==> src/rtl/alu_share_arbiter.sv <==
// -----------------------------------------------------------------------------
// alu_share_arbiter
//
// Shares one combinational ALU between two requesters. Port 0 is the execute
// stage and port 1 is the branch/address unit. A round-robin arbiter picks the
// winner. The winning operation is latched into registers that drive the ALU.
// The ALU result and flags are captured at the end of the EXEC cycle. They are
// returned to the winner with a tagged, one-cycle response pulse.
//
// Ports (N = 0, 1):
//   clk, rst                      clock (rising edge), synchronous active-high reset
//   reqN_valid / reqN_ready       request handshake; ready is combinational
//   reqN_opcode/alu_op/func7      RISC-V opcode, funct3, funct7 of the request
//   reqN_opA / reqN_opB           request operands
//   alu_opcode/alu_op/func7       registered control to the ALU
//   alu_opA / alu_opB             registered operands to the ALU
//   alu_result, alu_zero/eq/less/err  ALU outputs
//   rsp_valid, rsp_id             one-cycle response pulse and owning requester
//   rsp_result, rsp_zero/eq/less/err  captured ALU result and flags
//   busy                          high while the ALU evaluates (EXEC)
//
// Timing: accept at T, EXEC at T+1, rsp_valid at T+2. A new request may be
// accepted in the RESP cycle, which gives one operation every two cycles.
// -----------------------------------------------------------------------------
module alu_share_arbiter #(
    parameter int XLEN = 32
) (
    input  logic            clk,
    input  logic            rst,

    input  logic            req0_valid,
    output logic            req0_ready,
    input  logic [6:0]      req0_opcode,
    input  logic [2:0]      req0_alu_op,
    input  logic [6:0]      req0_func7,
    input  logic [XLEN-1:0] req0_opA,
    input  logic [XLEN-1:0] req0_opB,

    input  logic            req1_valid,
    output logic            req1_ready,
    input  logic [6:0]      req1_opcode,
    input  logic [2:0]      req1_alu_op,
    input  logic [6:0]      req1_func7,
    input  logic [XLEN-1:0] req1_opA,
    input  logic [XLEN-1:0] req1_opB,

    output logic [6:0]      alu_opcode,
    output logic [2:0]      alu_alu_op,
    output logic [6:0]      alu_func7,
    output logic [XLEN-1:0] alu_opA,
    output logic [XLEN-1:0] alu_opB,
    input  logic [XLEN-1:0] alu_result,
    input  logic            alu_zero,
    input  logic            alu_eq,
    input  logic            alu_less,
    input  logic            alu_err,

    output logic            rsp_valid,
    output logic            rsp_id,
    output logic [XLEN-1:0] rsp_result,
    output logic            rsp_zero,
    output logic            rsp_eq,
    output logic            rsp_less,
    output logic            rsp_err,
    output logic            busy
);

    typedef enum logic [1:0] {
        IDLE = 2'd0,
        EXEC = 2'd1,
        RESP = 2'd2
    } state_t;

    state_t state;
    logic   last_grant;  // index of the port that won the most recent accept
    logic   grant;       // index of the port that would win this cycle
    logic   accept;

    // Round-robin choice. A lone valid port always wins. Under contention,
    // the port that did not win last time goes first, so grants alternate.
    // NOTE: every signal assigned in always_comb gets a default first;
    // otherwise an unassigned path infers a latch.
    always_comb begin
        grant = 1'b0;
        if (req0_valid && req1_valid) begin
            grant = ~last_grant;
        end else if (req1_valid) begin
            grant = 1'b1;
        end
    end

    // Ready is gated by rst so that nothing is accepted while reset is held,
    // even though the state register only clears at the clock edge.
    assign req0_ready = ~rst && (state != EXEC) && req0_valid && (grant == 1'b0);
    assign req1_ready = ~rst && (state != EXEC) && req1_valid && (grant == 1'b1);
    assign accept     = req0_ready || req1_ready;

    // NOTE: sequential state uses non-blocking assignments only. Every
    // register then samples pre-edge values, whatever the statement order.
    always_ff @(posedge clk) begin
        if (rst) begin
            state      <= IDLE;
            last_grant <= 1'b1;   // port 0 wins the first contention
            busy       <= 1'b0;
            rsp_valid  <= 1'b0;
            rsp_id     <= 1'b0;
            rsp_result <= '0;
            rsp_zero   <= 1'b0;
            rsp_eq     <= 1'b0;
            rsp_less   <= 1'b0;
            rsp_err    <= 1'b0;
            alu_opcode <= '0;
            alu_alu_op <= '0;
            alu_func7  <= '0;
            alu_opA    <= '0;
            alu_opB    <= '0;
        end else begin
            // Latch the winner. rsp_id changes at the end of RESP, so it
            // still names the old op during its response cycle.
            if (accept) begin
                last_grant <= grant;
                rsp_id     <= grant;
                if (grant) begin
                    alu_opcode <= req1_opcode;
                    alu_alu_op <= req1_alu_op;
                    alu_func7  <= req1_func7;
                    alu_opA    <= req1_opA;
                    alu_opB    <= req1_opB;
                end else begin
                    alu_opcode <= req0_opcode;
                    alu_alu_op <= req0_alu_op;
                    alu_func7  <= req0_func7;
                    alu_opA    <= req0_opA;
                    alu_opB    <= req0_opB;
                end
            end

            case (state)
                IDLE: begin
                    rsp_valid <= 1'b0;
                    if (accept) begin
                        state <= EXEC;
                        busy  <= 1'b1;
                    end
                end

                // The ALU sees the latched operation for the whole cycle;
                // capture its outputs at the end of the cycle.
                EXEC: begin
                    state      <= RESP;
                    busy       <= 1'b0;
                    rsp_valid  <= 1'b1;
                    rsp_result <= alu_result;
                    rsp_zero   <= alu_zero;
                    rsp_eq     <= alu_eq;
                    rsp_less   <= alu_less;
                    rsp_err    <= alu_err;
                end

                // The response is presented this cycle. A new accept overlaps it.
                RESP: begin
                    rsp_valid <= 1'b0;
                    if (accept) begin
                        state <= EXEC;
                        busy  <= 1'b1;
                    end else begin
                        state <= IDLE;
                        busy  <= 1'b0;
                    end
                end

                default: begin
                    state     <= IDLE;
                    busy      <= 1'b0;
                    rsp_valid <= 1'b0;
                end
            endcase
        end
    end

endmodule

==> config.mk <==
export PLATFORM = sky130hd
export DESIGN_NAME = alu_share_arbiter
export DESIGN_NICKNAME = d
export VERILOG_FILES = /design/src/rtl/alu_share_arbiter.sv
export SDC_FILE = /design/constraint.sdc
export NUM_CORES = 1
export LEC_CHECK = 0
export BUFFER_PORTS_ARGS = -buffer_cell sky130_fd_sc_hd__buf_2
export CAP_MARGIN = 40
export CORE_AREA = 2 2 124 126
export CTS_CLUSTER_DIAMETER = 50
export DETAILED_ROUTE_END_ITERATION = 7
export DIE_AREA = 0 0 126 128
export PLACE_DENSITY = 0.72
export SLEW_MARGIN = 20
export SYNTH_ARGS = -nofsm -noshare
export SYNTH_HDL_FRONTEND = slang
export SYNTH_SLANG_ARGS = --single-unit
export TNS_END_PERCENT = 100
==> constraint.sdc <==
create_clock -name clk -period 1.8 [get_ports clk]
set_input_delay 0.09 -clock clk [delete_from_list [all_inputs] [get_ports clk]]
set_output_delay 0.09 -clock clk [all_outputs]
set_load 0.05 [all_outputs]
==> impl_table.tex, run 1 <==
\begin{tabular}{lr}
\hline
Metric & Value \\
\hline
\multicolumn{2}{l}{\textbf{Drt}} \\
Number of design rule violations left after detail routing & 0 \\
Total length of routed met2 wires & 10400 µm \\
Metal1 wirelength & 8420 µm \\
Met3 wirelength from detailed routing & 1640 µm \\
WL per Instance & 17.8 µm \\
Final ANT Viol Nets & 0 \\
DRC violation total after the first TritonRoute iteration & 417 \\
First-pass iteration count of the detailed router & 5 \\
WL final & 21100 µm \\
Detailed-route via count & 6444 \\
Uppermost layer routed & met4 \\
Avg Vias per Cell & 5.42 \\
\multicolumn{2}{l}{\textbf{Critical path}} \\
Type of the setup path with the least slack & reg -> reg \\
Crit Path Max Fanout & 11 \\
RR Startpoint & state[0]\$\_SDFFE\_PP0P\_ \\
Launch point of the worst path & state[0]\$\_SDFFE\_PP0P\_ \\
Critical Path Sink Type & register \\
Element type at the critical path start & register \\
Crit path arrival time & 2.00 ns \\
Data required time of the critical path & 2.10 ns \\
\multicolumn{2}{l}{\textbf{Die}} \\
Die Y & 128 µm \\
I/O Pins & 324 \\
Floorplan Core Area & 0.0149 mm² \\
Die Outline Area & 0.0161 mm² \\
X dimension of the die & 126 µm \\
Initial Utilization & 38.4\% \\
Placement row count & 45 \\
\multicolumn{2}{l}{\textbf{Power and ir drop}} \\
Max IR drop VDD & 676 µV \\
Net switching power & 3.05 mW \\
Leakage & 4.33 nW \\
Total power density per cell area & 995 mW/mm² \\
Switching share of power & 32.9\% \\
Cell-internal power & 6.22 mW \\
Clk network pwr share & 38.4\% \\
Share of power burned in registers & 33.7\% \\
Proportion of power drawn by combinational gates & 27.9\% \\
\multicolumn{2}{l}{\textbf{Layout}} \\
Non-filler instance count after layout & 1188 \\
Total number of nets in the final design & 1190 \\
P\&R area growth vs syn & 63.4\% \\
Fraction of layout cells with a size suffix above 1 & 45.6\% \\
\multicolumn{2}{l}{\textbf{Timing}} \\
Achievable clock frequency & 588 MHz \\
Unrepaired setup endpoints after global routing & no \\
Remaining max-slew budget at the tightest pin & 66.2\% \\
Final Max Slew Viols & 0 \\
Worst clock skew & 0.0104 ns \\
Number of endpoints with negative hold slack in the final report & 0 \\
Setup violation total in the final timing report & 0 \\
Measured slew at the worst slew-check pin & 0.506 ns \\
Final Critical Period & 1.70 ns \\
Final period utilization & 94.4\% \\
Final-layout setup total negative slack & 0 ns \\
\multicolumn{2}{l}{\textbf{GRT}} \\
All-Layer GR Usage & 25.3\% \\
Number of global-route vias before repair & 6297 \\
Overall overflow remaining after global route & 0 \\
Pin count of the biggest net entering global routing & 83 \\
Global-route wire length before repair & 32600 µm \\
Number of antenna violations at the first check in global routing & 0 \\
\multicolumn{2}{l}{\textbf{Placed design}} \\
Number of cells in the design after placement & 1034 \\
Placed wire-length estimate after detailed placement & 12600 µm \\
Number of input and output port buffers inserted & 323 \\
Placer congestion estimate & 0.783 \\
\multicolumn{2}{l}{\textbf{Synthesis}} \\
Fraction of the yosys area taken by sequential cells & 43.2\% \\
Number of nets produced by synthesis & 776 \\
Top cell type by total area after synthesis & sky130\_fd\_sc\_hd\_\_dfxtp\_1 \\
Number of enable-type register cells in the synthesized netlist & 0 \\
Avg Cell Area, Syn & 9.94 µm² \\
Leading post-synthesis cells by instance count & 123 x sky130\_fd\_sc\_hd\_\_dfxtp\_1, 83 x sky130\_fd\_sc\_hd\_\_a21oi\_1, 83 x sky130\_fd\_sc\_hd\_\_inv\_1, 81 x sky130\_fd\_sc\_hd\_\_nor4\_1, 69 x sky130\_fd\_sc\_hd\_\_a2111oi\_2 \\
Count of synthesis-stage warnings from yosys & 0 \\
Flops \& latches, synth & 123 \\
Synth cell types & 24 \\
Gate count after technology mapping & 574 \\
Largest cells by area after synthesis & sky130\_fd\_sc\_hd\_\_dfxtp\_1 43\%, sky130\_fd\_sc\_hd\_\_a2111oi\_2 18\%, sky130\_fd\_sc\_hd\_\_nor4\_1 8.9\%, sky130\_fd\_sc\_hd\_\_a21oi\_1 7.3\%, sky130\_fd\_sc\_hd\_\_a22o\_1 5.5\% \\
Most instantiated library cell after synthesis & sky130\_fd\_sc\_hd\_\_dfxtp\_1 \\
Area fraction of the dominant cell type after synthesis & 43.2\% \\
Async set or reset register ratio after synthesis & 0\% \\
Area of the mapped netlist & 0.00570 mm² \\
Main synth FF type & sky130\_fd\_sc\_hd\_\_dfxtp\_1 \\
\multicolumn{2}{l}{\textbf{Clocking}} \\
CTS tree & yes \\
Clock latency on the worst-skew pair & 0.41 ns \\
Sink Count & 123 \\
Bufs on Longest Clock Path & 2 \\
H-tree depth & 4 \\
Clock buffers created by TritonCTS & 17 \\
Clock-pin transition on the worst setup and hold timing paths & 0.06 ns \\
Buffer type at the clock tree root & sky130\_fd\_sc\_hd\_\_clkbuf\_16 \\
\multicolumn{2}{l}{\textbf{Job}} \\
Maximum Capacitance Violations & 0 \\
\multicolumn{2}{l}{\textbf{Status}} \\
Run status & completed \\
\multicolumn{2}{l}{\textbf{Hold path}} \\
Beginning of the worst hold path & rst \\
Type of the tightest min-delay check & in -> reg \\
\hline
\end{tabular}
[per-layer routing]
metal	up-vias	track usage, %
met5	-	0
li1	3014	-
met4	0	10.2
met2	344	42.9
met3	44	7.35
met1	3042	30.2
[state kept, by name, summed over array words and instances (netlist names)]
signal      flops
alu_opA        32
alu_opB        32
rsp_result     32
alu_func7       7
alu_opcode      7
alu_alu_op      3
state           2
busy            1
last_grant      1
rsp_eq          1
rsp_err         1
rsp_id          1
rsp_less        1
rsp_valid       1
rsp_zero        1
[power by group through the flow]
stage	Sequential (mW)	Clock, mW	Combinational (mW)
final	3.12	3.55	2.59
after floorplan	4.03	0	0.808
after CTS	3.12	3.62	2.55
after global routing	3.15	3.75	2.73
after global placement	3.17	0	2.30
after detailed placement	3.17	0	2.32
[layout by cell type (no fill, tap or decap), types with 11 or more instances in the layout]
cell type                       instances
sky130_fd_sc_hd__nor4_1                81
sky130_fd_sc_hd__a2111oi_0             11
sky130_fd_sc_hd__buf_2                320
sky130_fd_sc_hd__dfxtp_1              123
sky130_fd_sc_hd__a22o_1                36
sky130_fd_sc_hd__buf_12                11
sky130_fd_sc_hd__dlygate4sd3_1        117
sky130_fd_sc_hd__clkbuf_16             17
sky130_fd_sc_hd__a2111oi_2             69
sky130_fd_sc_hd__a21oi_1               83
sky130_fd_sc_hd__buf_4                 14
sky130_fd_sc_hd__inv_1                 83
[cells by family (layout without fill, tap and decap cells)]
family,after synthesis,after routing,synth area share (%)
compound gates,202,202,33.2
buf+inv,154,579,13.0
flops,123,123,43.2
simple gates,95,95,10.6
other cells,0,1,0
[through the flow]
stage | total power [mW] | hold slack [ns] | setup slack [ns] | util, % | area [µm²]
finish | 9.27 | 0.0132 | 0.101 | 62.7 | 9320
global route | 9.63 | 0.0184 | 0.00443 | 62.7 | 9310
CTS | 9.28 | 0.00213 | 0.0118 | 62.4 | 9280
global placement | 5.47 | 0.299 | 0.219 | 50.1 | 7440
floorplan | 4.83 | 0.216 | 0.259 | - | 5710
detailed placement | 5.49 | 0.306 | 0.167 | 50.1 | 7440
[cell type report]
type | count | area [µm²]
inverters | 83 | 312
fillers | 1136 | 5550
diodes | 1 | 2.50
clock inverters | 11 | 170
multi-input cells | 297 | 2520
repair buffers | 466 | 3170
flip-flops and latches | 123 | 2460
clock buffers | 19 | 443
well taps | 188 | 235
[worst paths after layout]
check	end	cells past startpoint	slack, ns
hold reg to reg	rsp_id$_SDFFE_PP0P_	2	0.46
setup reg to reg	alu_func7[4]$_SDFFE_PP0P_	6	0.10
hold / removal	alu_opB[24]$_SDFFE_PP0P_	2	0.01
setup / recovery	alu_func7[4]$_SDFFE_PP0P_	6	0.10
[critical path: stages, from the launching register on]
cell                        delay, ns
sky130_fd_sc_hd__dfxtp_1         0.41
sky130_fd_sc_hd__and2b_4         0.23
sky130_fd_sc_hd__nor4b_4         0.07
sky130_fd_sc_hd__buf_12          0.14
sky130_fd_sc_hd__buf_4           0.17
sky130_fd_sc_hd__buf_4           0.19
sky130_fd_sc_hd__a2111oi_2       0.38
[repair_timing]
action                     in CTS  in global routing
pin swaps                       1                  1
setup endpoints to repair       1                  6
setup buffers                   3                  1
gates resized for setup         1                  5
hold endpoints to repair      117                  0
cloned                          1                  0
hold buffers                  117                  0
Note: power is estimated with default switching activity, not from simulation.
==> run 2, diff against run 1 <==
- CTS_BUF_LIST: default -> sky130_fd_sc_hd__clkbuf_16
==> run 2 against run 1 <==
Sequential share of layout area hardly changed; count of clock-buffer cells in the layout decreased by 2; non-clock buffer count is the same; first-iteration DRC count increased by 8.9%; clock skew about the same; wire length fell by 0.19%; critical path depth fell by 2; worst hold slack got worse by 0.0062 ns; combinational power about the same; largest cell class unchanged; die area is the same.
==> impl_table.tex, run 2 (synthesis gave the netlist of run 1 again) <==
\begin{tabular}{lr}
\hline
Metric & Value \\
\hline
\multicolumn{2}{l}{\textbf{Timing}} \\
Final Max Slew Viols & 0 (unchanged) \\
Final Critical Period & 1.70 ns (-0.00135 ns) \\
Worst clock skew & 0.0101 ns (-0.000288 ns) \\
Setup violation total in the final timing report & 0 (unchanged) \\
Final-layout setup total negative slack & 0 ns (unchanged) \\
Unrepaired setup endpoints after global routing & no \\
Achievable clock frequency & 589 MHz (about the same) \\
Number of endpoints with negative hold slack in the final report & 0 (unchanged) \\
Final period utilization & 94.3\% (about the same) \\
Remaining max-slew budget at the tightest pin & 66.8\% (+0.65 points) \\
Measured slew at the worst slew-check pin & 0.496 ns (-0.00971 ns) \\
\multicolumn{2}{l}{\textbf{Clocking}} \\
Bufs on Longest Clock Path & 2 (unchanged) \\
CTS tree & yes \\
Clock buffers created by TritonCTS & 17 (unchanged) \\
Clock-pin transition on the worst setup and hold timing paths & 0.05 ns (about the same) \\
Sink Count & 123 (unchanged) \\
Clock latency on the worst-skew pair & 0.41 ns (about the same) \\
Buffer type at the clock tree root & sky130\_fd\_sc\_hd\_\_clkbuf\_16 \\
H-tree depth & 4 (unchanged) \\
\multicolumn{2}{l}{\textbf{Critical path}} \\
Crit path arrival time & 1.61 ns (-0.39 ns) \\
Critical Path Sink Type & output port \\
Type of the setup path with the least slack & reg -> out \\
Data required time of the critical path & 1.71 ns (-0.39 ns) \\
Largest stage delay, worst path & 0.34 ns (-0.07 ns) \\
Top Family by Delay on Critical Path & simple AND/OR/NAND/NOR gates \\
Slowest library cell on the worst path & sky130\_fd\_sc\_hd\_\_dfxtp\_1 \\
Buffers plus inverters on the worst setup path & 2 (-1) \\
Element type at the critical path start & register \\
Crit Path Max Fanout & 4 (-7) \\
Cell-by-cell trace of the critical path & and2b\_4, nor4b\_4, buf\_12, buf\_6 \\
\multicolumn{2}{l}{\textbf{Layout}} \\
Diodes inserted & 0 (-1) \\
P\&R area growth vs syn & 63.1\% \\
Largest registers in the final layout & alu\_opA (32), alu\_opB (32), rsp\_result (32) \\
Fraction of layout cells with a size suffix above 1 & 45.5\% (-0.10 points) \\
Total number of nets in the final design & 1190 (unchanged) \\
Most common cell after layout, fill and taps aside & sky130\_fd\_sc\_hd\_\_buf\_2 \\
Non-filler instance count after layout & 1187 (-0.084\%) \\
Top library cells by usage in the layout, fill and taps aside & 320 x sky130\_fd\_sc\_hd\_\_buf\_2, 123 x sky130\_fd\_sc\_hd\_\_dfxtp\_1, 117 x sky130\_fd\_sc\_hd\_\_dlygate4sd3\_1 \\
\multicolumn{2}{l}{\textbf{GRT}} \\
Number of global-route vias before repair & 6290 (-0.11\%) \\
Global-route wire length before repair & 32600 µm (about the same) \\
Overall overflow remaining after global route & 0 (unchanged) \\
All-Layer GR Usage & 25.3\% (+0.042 points) \\
Pin count of the biggest net entering global routing & 83 (unchanged) \\
Number of antenna violations at the first check in global routing & 0 (unchanged) \\
\multicolumn{2}{l}{\textbf{Drt}} \\
DRC violation total after the first TritonRoute iteration & 454 (+8.9\%) \\
Detailed-route via count & 6483 (+0.61\%) \\
Final ANT Viol Nets & 0 (unchanged) \\
First-pass iteration count of the detailed router & 5 (unchanged) \\
WL per Instance & 17.7 µm (-0.11\%) \\
Number of design rule violations left after detail routing & 0 (unchanged) \\
Avg Vias per Cell & 5.46 (+0.69\%) \\
WL final & 21000 µm (-0.19\%) \\
\multicolumn{2}{l}{\textbf{Die}} \\
Die Outline Area & 0.0161 mm² (unchanged) \\
Initial Utilization & 38.4\% (unchanged) \\
X dimension of the die & 126 µm (unchanged) \\
Floorplan Core Area & 0.0149 mm² (unchanged) \\
Die Y & 128 µm (unchanged) \\
Placement row count & 45 (unchanged) \\
I/O Pins & 324 (unchanged) \\
\multicolumn{2}{l}{\textbf{Status}} \\
Run status & completed \\
\multicolumn{2}{l}{\textbf{Power and ir drop}} \\
Total power density per cell area & 991 mW/mm² (-0.39\%) \\
Max IR drop VDD & 605 µV (-10\%) \\
Leakage & 4.33 nW (about the same) \\
\multicolumn{2}{l}{\textbf{Placed design}} \\
Number of input and output port buffers inserted & 323 (unchanged) \\
Placer congestion estimate & 0.783 (unchanged) \\
Number of cells in the design after placement & 1034 (unchanged) \\
Placed wire-length estimate after detailed placement & 12600 µm (unchanged) \\
\multicolumn{2}{l}{\textbf{Hold path}} \\
Type of the tightest min-delay check & in -> reg \\
\multicolumn{2}{l}{\textbf{Job}} \\
Maximum Capacitance Violations & 0 (unchanged) \\
\hline
\end{tabular}
-- run 2: cell count changes in the layout (fill, tap and decap cells not counted) --
cell,delta
sky130_fd_sc_hd__clkinv_1,+1
sky130_fd_sc_hd__clkbuf_8,-1
sky130_fd_sc_hd__clkbuf_1,-1
sky130_fd_sc_hd__inv_1,+1
sky130_fd_sc_hd__diode_2,-1
-- run 2: what timing repair did --
action                                  CTS  global route
endpoints found under the setup margin    1             5
hold endpoints to repair                117             0
cloned                                    1             0
buffers inserted                          3             1
hold buffers                            117             0
resized for setup                         1             5
pin swaps                                 1             1
-- run 2: routing by layer --
metal | wire length (µm) | track usage [%]
met3 | 1810 | 7.60
met2 | 10400 | 42.9
met1 | 8250 | 30.2
met5 | 0 | 0
met4 | 627 | 10.1
-- run 2: cell type report --
class / instances / area (µm²)
Multi-Input combinational cell: 297 / 2520
Clock inverter: 13 / 178
Inverter: 83 / 312
Tap cell: 188 / 235
Sequential cell: 123 / 2460
Fill cell: 1135 / 5560
Timing Repair Buffer: 466 / 3170
Clock buffer: 17 / 425
-- run 2: power by group --
group,switching (mW),internal [mW]
combinational,1.69,0.899
sequential,0.141,2.98
clock,1.22,2.29
-- run 2: stage by stage --
stage	hold slack, ns	util, %	total power [mW]	cell area [µm²]	setup WS, ns
finish	0.00696	62.6	9.22	9300	0.102
global route	0.0155	62.6	9.58	9300	0.00442
CTS	0.000526	62.4	9.23	9270	0.0102
detailed placement	0.306	50.1	5.49	7440	0.167
global placement	0.299	50.1	5.47	7440	0.219
floorplan	0.216	-	4.83	5710	0.259
-- run 2: worst reg2reg max path, cell delays in order (launching register included) --
cell                        delay (ns)
sky130_fd_sc_hd__dfxtp_1          0.41
sky130_fd_sc_hd__and2b_4          0.24
sky130_fd_sc_hd__nor4b_4          0.07
sky130_fd_sc_hd__buf_12           0.14
sky130_fd_sc_hd__buf_4            0.17
sky130_fd_sc_hd__buf_4            0.19
sky130_fd_sc_hd__a2111oi_2        0.38
-- run 2: final timing paths --
kind	slack, ns	depth (start not counted)	from	end
max	0.10	4	state[1]$_SDFFE_PP0P_	req0_ready
min	0.007	2	rst	alu_opB[24]$_SDFFE_PP0P_
max reg2reg	0.10	6	state[0]$_SDFFE_PP0P_	alu_func7[4]$_SDFFE_PP0P_
min reg2reg	0.46	2	rsp_id$_SDFFE_PP0P_	rsp_id$_SDFFE_PP0P_
==> run 3, diff against run 2 <==
- PLACE_DENSITY: 0.72 -> 0.69
==> run 3 against run 2 <==
Total power fell by 1.1%; worst hold slack better by 0.074 ns; die area stayed put; design area barely moved; clock skew about the same; core utilization about the same; critical path type unchanged; fmax down 1.2%; combinational power about the same; cell count rose by 0.59%; critical path depth unchanged; sequential power barely moved.
==> impl_table.tex, run 3 (synthesis gave the netlist of run 1 again) <==
\begin{tabular}{lr}
\hline
Metric & Value \\
\hline
\multicolumn{2}{l}{\textbf{Drt}} \\
Final ANT Viol Nets & 0 (unchanged) \\
WL per Instance & 17.5 µm (-1.5\%) \\
DRC violation total after the first TritonRoute iteration & 330 (-27\%) \\
First-pass iteration count of the detailed router & 5 (unchanged) \\
Avg Vias per Cell & 5.34 (-2.3\%) \\
WL final & 20900 µm (-0.91\%) \\
Number of design rule violations left after detail routing & 0 (unchanged) \\
Detailed-route via count & 6373 (-1.7\%) \\
\multicolumn{2}{l}{\textbf{GRT}} \\
Number of antenna violations at the first check in global routing & 0 (unchanged) \\
Global-route wire length before repair & 32400 µm (-0.68\%) \\
Pin count of the biggest net entering global routing & 55 (-34\%) \\
All-Layer GR Usage & 24.9\% (-0.46 points) \\
Number of global-route vias before repair & 6494 (+3.2\%) \\
Overall overflow remaining after global route & 0 (unchanged) \\
\multicolumn{2}{l}{\textbf{Layout}} \\
P\&R area growth vs syn & 63.2\% (about the same) \\
Diodes inserted & 0 (unchanged) \\
Largest registers in the final layout & alu\_opA (32), alu\_opB (32), rsp\_result (32) \\
Non-filler instance count after layout & 1194 (+0.59\%) \\
Fraction of layout cells with a size suffix above 1 & 45.4\% (-0.12 points) \\
Total number of nets in the final design & 1195 (+0.42\%) \\
Top library cells by usage in the layout, fill and taps aside & 321 x sky130\_fd\_sc\_hd\_\_buf\_2, 123 x sky130\_fd\_sc\_hd\_\_dfxtp\_1, 119 x sky130\_fd\_sc\_hd\_\_dlygate4sd3\_1 \\
Most common cell after layout, fill and taps aside & sky130\_fd\_sc\_hd\_\_buf\_2 \\
\multicolumn{2}{l}{\textbf{Critical path}} \\
Data required time of the critical path & 1.71 ns (about the same) \\
RR Startpoint & state[0]\$\_SDFFE\_PP0P\_ \\
Element type at the critical path start & register \\
Crit Reg-Reg Endpoint & alu\_opB[0]\$\_SDFFE\_PP0P\_ \\
Worst reg-to-reg setup slack & 0.11 ns (about the same) \\
Crit path arrival time & 1.63 ns (+0.02 ns) \\
Worst reg-to-reg path cell count & 6 (unchanged) \\
Type of the setup path with the least slack & reg -> out \\
Crit Path Max Fanout & 6 (+2) \\
Critical Path Sink Type & output port \\
\multicolumn{2}{l}{\textbf{Hold path}} \\
Worst min-delay path endpoint & alu\_opB[19]\$\_SDFFE\_PP0P\_ \\
Beginning of the worst hold path & rst \\
Type of the tightest min-delay check & in -> reg \\
Number of stages on the worst hold path & 2 (unchanged) \\
\multicolumn{2}{l}{\textbf{Die}} \\
Die Y & 128 µm (unchanged) \\
Placement row count & 45 (unchanged) \\
I/O Pins & 324 (unchanged) \\
Die Outline Area & 0.0161 mm² (unchanged) \\
Floorplan Core Area & 0.0149 mm² (unchanged) \\
Initial Utilization & 38.4\% (unchanged) \\
X dimension of the die & 126 µm (unchanged) \\
\multicolumn{2}{l}{\textbf{Timing}} \\
Final Critical Period & 1.72 ns (+0.0206 ns) \\
Measured slew at the worst slew-check pin & 0.871 ns (+0.375 ns) \\
Unrepaired setup endpoints after global routing & no \\
Final period utilization & 95.5\% (+1.1 points) \\
Remaining max-slew budget at the tightest pin & 41.8\% (-25 points) \\
Worst slack on hold paths & 0.0810 ns (+0.0740 ns) \\
Achievable clock frequency & 582 MHz (-1.2\%) \\
Number of endpoints with negative hold slack in the final report & 0 (unchanged) \\
Final-layout setup total negative slack & 0 ns (unchanged) \\
Final Max Slew Viols & 0 (unchanged) \\
Worst clock skew & 0.0101 ns (+0.0000182 ns) \\
Setup violation total in the final timing report & 0 (unchanged) \\
\multicolumn{2}{l}{\textbf{Clocking}} \\
Buffer type at the clock tree root & sky130\_fd\_sc\_hd\_\_clkbuf\_16 \\
Clock buffers created by TritonCTS & 17 (unchanged) \\
Bufs on Longest Clock Path & 2 (unchanged) \\
Sink Count & 123 (unchanged) \\
CTS tree & yes \\
Clock-pin transition on the worst setup and hold timing paths & 0.05 ns (about the same) \\
Clock latency on the worst-skew pair & 0.41 ns (about the same) \\
H-tree depth & 4 (unchanged) \\
\multicolumn{2}{l}{\textbf{Placed design}} \\
Number of input and output port buffers inserted & 323 (unchanged) \\
Number of cells in the design after placement & 1036 (+0.19\%) \\
Placed wire-length estimate after detailed placement & 12700 µm (+1.2\%) \\
Placer congestion estimate & 0.796 (+1.7\%) \\
\multicolumn{2}{l}{\textbf{Power and ir drop}} \\
Max IR drop VDD & 603 µV (-0.43\%) \\
Power consumption & 9.11 mW (-1.1\%) \\
Total power density per cell area & 979 mW/mm² (-1.2\%) \\
Leakage & 4.34 nW (+0.32\%) \\
\multicolumn{2}{l}{\textbf{Job}} \\
Maximum Capacitance Violations & 0 (unchanged) \\
\multicolumn{2}{l}{\textbf{Status}} \\
Run status & completed \\
\hline
\end{tabular}
[run 3: per-stage QoR]
step	utilization (%)	worst slack, ns	area (µm²)
6_report	62.6	0.0814	9310
4_1_cts	62.2	0.0213	9250
5_1_grt	62.6	0.000259	9310
2_1_floorplan	-	0.259	5710
3_5_place_dp	50.0	0.141	7430
3_3_place_gp	50.0	0.218	7430
[run 3: cell type report]
type / instances / area (µm²)
inverters: 83 / 312
repair buffers: 471 / 3190
clock inverters: 15 / 160
multi-input cells: 297 / 2520
well taps: 188 / 235
fillers: 1182 / 5560
flip-flops and latches: 123 / 2460
clock buffers: 17 / 425
[run 3: repair_timing]
action	4_1_cts	5_1_grt
resized for setup	2	1
cloned	1	0
pin swaps	1	1
endpoints found under the setup margin	1	2
hold buffers	119	0
endpoints found under the hold margin	119	0
buffers inserted	1	4
[run 3: power breakdown]
group          switching, mW  internal [mW]
combinational           1.68          0.901
clock                   1.26           2.15
sequential             0.139           2.98
total                   3.08           6.03
[run 3: worst max path at each step]
stage / cells after the start / end / slack, ns / start
after floorplan: 4 / req1_ready / 0.26 / state[1]$_SDFFE_PP0P_
after global placement: 5 / alu_opB[5]$_SDFFE_PP0P_ / 0.22 / state[1]$_SDFFE_PP0P_
after detailed placement: 5 / alu_opA[21]$_SDFFE_PP0P_ / 0.14 / state[0]$_SDFFE_PP0P_
after CTS: 4 / req0_ready / 0.02 / state[1]$_SDFFE_PP0P_
after global routing: 4 / req0_ready / 0.0003 / state[1]$_SDFFE_PP0P_
final: 4 / req0_ready / 0.08 / state[1]$_SDFFE_PP0P_
[run 3: worst max-delay path, cell delays in order, from the launching register on]
cell and delay, ns:
sky130_fd_sc_hd__dfxtp_1 0.35, sky130_fd_sc_hd__and2b_4 0.23, sky130_fd_sc_hd__nor4b_4 0.33, sky130_fd_sc_hd__buf_12 0.17
sky130_fd_sc_hd__buf_8 0.14
[run 3: routing by layer]
layer,track usage [%],routed length [µm],vias to the layer above
met5,0,0,-
met4,9.24,477,0
met3,7.39,1560,40
met2,45.0,10700,327
met1,27.5,8140,2992
li1,-,-,3014
